### config.mk
export PLATFORM = sky130hd
export DESIGN_NAME = handshake_receiver
export DESIGN_NICKNAME = d
export VERILOG_FILES = /design/src/rtl/handshake_pkg.sv /design/src/rtl/bit_synchronizer.sv /design/src/rtl/handshake_receiver.sv
export SDC_FILE = /design/constraint.sdc
export NUM_CORES = 1
export LEC_CHECK = 0
export ABC_AREA = 1
export BUFFER_PORTS_ARGS = -buffer_cell sky130_fd_sc_hd__buf_2
export CORE_MARGIN = 2
export CORE_UTILIZATION = 50
export DETAILED_ROUTE_END_ITERATION = 10
export PLACE_DENSITY = 0.88
export SLEW_MARGIN = 20
export SYNTH_ARGS = -nofsm -noshare
export SYNTH_HDL_FRONTEND = slang
export SYNTH_HIERARCHICAL = 1
export SYNTH_SLANG_ARGS = --single-unit
### constraint.sdc
create_clock -name clk_i -period 1.7 [get_ports clk_i]
set_clock_uncertainty 0.2 [all_clocks]
set_input_delay 0.34 -clock clk_i [delete_from_list [all_inputs] [get_ports clk_i]]
set_output_delay 0.34 -clock clk_i [all_outputs]
set_load 0.02 [all_outputs]
### src/rtl/handshake_pkg.sv
// rtl/handshake_pkg.sv - shared types and defaults for the toggle req/ack CDC handshake
package handshake_pkg;

  typedef enum logic {
    IDLE    = 1'b0,
    PRESENT = 1'b1
  } hs_rx_state_e;

  localparam int HS_DEFAULT_CHAIN_LENGTH = 3;

endpackage : handshake_pkg

### src/rtl/bit_synchronizer.sv
// rtl/bit_synchronizer.sv - multi-flop synchroniser for a single asynchronous level/toggle
module bit_synchronizer
  import handshake_pkg::*;
#(
  parameter int CHAIN_LENGTH = HS_DEFAULT_CHAIN_LENGTH
) (
  input  logic clk_i,
  input  logic reset_n_i,
  input  logic d_i,
  output logic q_o
);

  // The first stage may go metastable; the rest of the chain gives it time to settle.
  (* async_reg = "true" *) logic [CHAIN_LENGTH-1:0] sync_q;

  always_ff @(posedge clk_i or negedge reset_n_i) begin
    if (!reset_n_i) begin
      sync_q <= '0;
    end else begin
      sync_q <= {sync_q[CHAIN_LENGTH-2:0], d_i};
    end
  end

  assign q_o = sync_q[CHAIN_LENGTH-1];

endmodule : bit_synchronizer

### src/rtl/handshake_receiver.sv
// rtl/handshake_receiver.sv - destination end of a two-phase req/ack handshake with valid/ready output
module handshake_receiver
  import handshake_pkg::*;
#(
  parameter int DATA_WIDTH     = 32,
  parameter int CHAIN_LENGTH   = HS_DEFAULT_CHAIN_LENGTH,
  parameter bit ACK_ON_CAPTURE = 1'b0
) (
  input  logic                  clk_i,
  input  logic                  reset_n_i,
  input  logic                  req_i,
  input  logic [DATA_WIDTH-1:0] data_i,
  output logic                  ack_o,
  output logic                  valid_o,
  input  logic                  ready_i,
  output logic [DATA_WIDTH-1:0] data_o
);

  hs_rx_state_e          state_q, state_d;
  logic                  req_seen_q, req_seen_d;
  logic                  ack_q, ack_d;
  logic                  valid_q, valid_d;
  logic [DATA_WIDTH-1:0] data_q, data_d;
  logic                  req_sync;
  logic                  pending;

  bit_synchronizer #(
    .CHAIN_LENGTH(CHAIN_LENGTH)
  ) u_req_sync (
    .clk_i    (clk_i),
    .reset_n_i(reset_n_i),
    .d_i      (req_i),
    .q_o      (req_sync)
  );

  // A new word is outstanding whenever the synchronised toggle differs from the last one consumed.
  assign pending = req_sync ^ req_seen_q;

  always_comb begin
    state_d    = state_q;
    req_seen_d = req_seen_q;
    ack_d      = ack_q;
    valid_d    = valid_q;
    data_d     = data_q;

    case (state_q)
      IDLE: begin
        if (pending) begin
          data_d     = data_i;
          valid_d    = 1'b1;
          req_seen_d = ~req_seen_q;
          state_d    = PRESENT;
          if (ACK_ON_CAPTURE) begin
            ack_d = ~ack_q;
          end
        end
      end

      PRESENT: begin
        if (valid_q && ready_i) begin
          if (!ACK_ON_CAPTURE) begin
            ack_d   = ~ack_q;
            valid_d = 1'b0;
            state_d = IDLE;
          end else if (pending) begin
            // Early ack let the source post its next word already; take it on the accept edge.
            data_d     = data_i;
            req_seen_d = ~req_seen_q;
            ack_d      = ~ack_q;
          end else begin
            valid_d = 1'b0;
            state_d = IDLE;
          end
        end
      end

      default: begin
        state_d = IDLE;
        valid_d = 1'b0;
      end
    endcase
  end

  always_ff @(posedge clk_i or negedge reset_n_i) begin
    if (!reset_n_i) begin
      state_q    <= IDLE;
      req_seen_q <= 1'b0;
      ack_q      <= 1'b0;
      valid_q    <= 1'b0;
      data_q     <= '0;
    end else begin
      state_q    <= state_d;
      req_seen_q <= req_seen_d;
      ack_q      <= ack_d;
      valid_q    <= valid_d;
      data_q     <= data_d;
    end
  end

  assign ack_o   = ack_q;
  assign valid_o = valid_q;
  assign data_o  = data_q;

endmodule : handshake_receiver

==> impl_metrics.env <==
export IMPL_yosysTopAreaCell="dfrtp_1"
export IMPL_port_buffer_count=69
export IMPL_netlist_area_mm2=0.001585
export IMPL_start_util_pct=52.36
export IMPL_dieArea_mm2=0.003637
export IMPL_fmax_ghz=0.6611
export IMPL_vias_per_cell=5.094
export IMPL_tightest_slew_ns=0.4617
export IMPL_cts_setup_buffers=0
export IMPL_post_dp_hpwl_mm=2.441
export IMPL_cp_required_ns=1.74
export IMPL_cp_common_cell="nand2_1"
export IMPL_synth_top_family_by_area="simple AND/OR/NAND/NOR gates"
export IMPL_synthCells=162
export IMPL_core_area_mm2=0.003028
export IMPL_slew_headroom_pct=69.22
export IMPL_worstSetupStartpointType="flip-flop"
export IMPL_yosys_warnings=6
export IMPL_drive_above_1_share_pct=36.32
export IMPL_routabilityCongestion=0.7038
export IMPL_maxCapViolCount=0
export IMPL_wirelength_mm=3.484
export IMPL_setup_tns_ns=0
export IMPL_via_count=1416
export IMPL_track_usage_pct=19.95
export IMPL_row_count=20
export IMPL_grt_start_max_net_pins=35
export IMPL_period_needed_ns=1.513
export IMPL_nFillCells=265
export IMPL_wl_per_cell_um=12.53
export IMPL_path_clk_slew_ns=0.11
export IMPL_clk_latency_ns=0.33
export IMPL_synthSimpleGateAreaFrac_pct=31.73
export IMPL_period_share_pct=88.98
export IMPL_hold_violations=0
export IMPL_status="finished, final reports clean"
export IMPL_synth_avg_cell_area_um2=9.786
export IMPL_yosysSeqAreaShare_pct=61.56
export IMPL_ant_nets=0
export IMPL_htree_levels=2
export IMPL_synth_xor_area_share_pct=0.5525
export IMPL_yosysTopAreaCellShare_pct=61.56
export IMPL_synth_area_mux_share_pct=0
export IMPL_fin_nets=269
export IMPL_power_density_mw_per_mm2=1988
export IMPL_cp_num_buf_inv=1
export IMPL_cts_tree="built"
export IMPL_arrival_ns=1.55
export IMPL_cp_end_kind="flip-flop"
export IMPL_area_growth_pct=28.89
export IMPL_final_common_cell="nand2_1"
export IMPL_crit_family="simple AND/OR/NAND/NOR gates"
export IMPL_antenna_diode_count=0
export IMPL_grt_pass1_vias=1230
export IMPL_hold_path_class="in -> reg"
export IMPL_dieHeight_um=60.31
export IMPL_clkSinkCount=39
export IMPL_overflow=0
export IMPL_clk_path_buf_depth=2
export IMPL_mostFrequentLayoutCells="70 x nand2_1, 69 x buf_2, 39 x dfrtp_1, 32 x nand4_1, 5 x clkbuf_4"
export IMPL_dpl_cell_count=268
export IMPL_slew_viol_final=0
export IMPL_synth_adder_area_share_pct=0
export IMPL_setup_violations=0
export IMPL_synth_area_leaders="dfrtp_1 62%, nand2_1 17%, nand4_1 13%"
export IMPL_rsz0062_at_grt="false"
export IMPL_grt_pass1_wl_mm=5.368
export IMPL_p_leak_uw=0.001153
export IMPL_worst_path_largest_cell_delay_ns=0.39
export IMPL_cp_max_fo=34
export IMPL_ys_types=14
export IMPL_vdd_drop_max_v=0.0009715
export IMPL_io_pins=70
export IMPL_drt_iter0_drc=69
export IMPL_crit_type="reg -> reg"
export IMPL_crit_chain="inv_1 > nand2_4 > nand3_4 > nand2_1 > nand2_1"
export IMPL_first_pass_iters=4
export IMPL_cts_root_buffer="clkbuf_4"
export IMPL_drc=0
export IMPL_cts_buffers_inserted=5
export IMPL_synth_seq_cells=39
export IMPL_die_w_um=60.31
export IMPL_slowest_stage="dfrtp_1"
export IMPL_antenna_found_initial=0
export IMPL_synth_compound_area_share_pct=0.3157
export IMPL_syn_nets=198
export IMPL_fin_cells=278
-- synth_stat cells --
cell,n
o21ai_0,1
nand2_1,70
nand4_1,32
nand2_4,1
dfrtp_1,39
nand3_1,1
nand2_2,1
xnor2_1,1
buf_2,8
buf_4,1
inv_1,2
inv_2,1
buf_6,3
nand3_4,1
-- where the power goes --
part | switching (µW) | internal (µW) | total (µW)
logic | 1300 | 625 | 1930
registers | 250 | 1360 | 1610
clock network | 283 | 244 | 527
-- worst reg2reg max path, cell delays in order, from the launching register on --
cell,delay (ns)
dfrtp_1,0.39
inv_1,0.08
nand2_4,0.18
nand3_4,0.34
nand2_1,0.16
nand2_1,0.07
-- kinds of logic (layout without fill, tap and decap cells) --
logic type,after synthesis,count (layout)
buffers and inverters,15,87
flip-flops,39,39
XOR/XNOR,1,1
AO/OA/AOI/OAI,1,1
AND/OR/NAND/NOR,106,106
-- flip-flops by register name (all words and copies together) (netlist names) --
name               flops
data_o                32
u_req_sync/sync_q      3
req_seen_q             1
valid_o                1
state_q                1
ack_o                  1
-- through the flow --
step | cell area (µm²) | utilization (%) | hold slack (ns) | power, µW | setup WS [ns]
floorplan | 1585 | - | -0.1556 | 2980 | 0.5345
global placement | 1954 | 64.55 | 0.1155 | 3499 | 0.2341
detailed placement | 1954 | 64.55 | 0.1171 | 3557 | 0.1825
CTS | 2043 | 67.48 | 0.04139 | 4080 | 0.1709
global route | 2043 | 67.48 | 0.04070 | 4355 | 0.03760
finish | 2043 | 67.48 | 0.04342 | 4061 | 0.1873
-- final timing paths --
path | depth (start not counted) | from | slack (ns) | end
worst max-delay path | 5 | req_seen_q$_DFFE_PN0P_ | 0.19 | data_o[25]$_DFFE_PN0P_
worst min-delay path | 3 | data_i[29] | 0.04 | data_o[29]$_DFFE_PN0P_
worst max register to register | 5 | req_seen_q$_DFFE_PN0P_ | 0.19 | data_o[25]$_DFFE_PN0P_
worst min register to register | 0 | u_req_sync/sync_q[0]$_DFF_PN0_ | 0.16 | u_req_sync/sync_q[1]$_DFF_PN0_
max in group asynchronous | 3 | reset_n_i | 0.54 | data_o[12]$_DFFE_PN0P_
min in group asynchronous | 2 | reset_n_i | 0.30 | data_o[25]$_DFFE_PN0P_
-- timing repair --
action / 4_1_cts / 5_1_grt
hold buffers: 2 / 0
resized for setup: 0 / 0
endpoints found under the hold margin: 20 / 0
-- routing by layer --
layer,track usage (%),share of wire (%)
met1,26.99,46
met2,31.06,44
met3,4.545,8.2
met4,8.571,1.6
met5,0,0
-- cell type report --
class | count | area (µm²) | share of cell area (%)
clock buffer | 8 | 68.82 | 3.368
inverter | 3 | 11.26 | 0.5511
timing repair buffer | 76 | 415.4 | 20.33
sequential | 39 | 975.9 | 47.76
tap | 44 | 55.05 | 2.694
multi-input combinational | 108 | 516.7 | 25.29
Note: power is estimated with default switching activity, not from simulation.
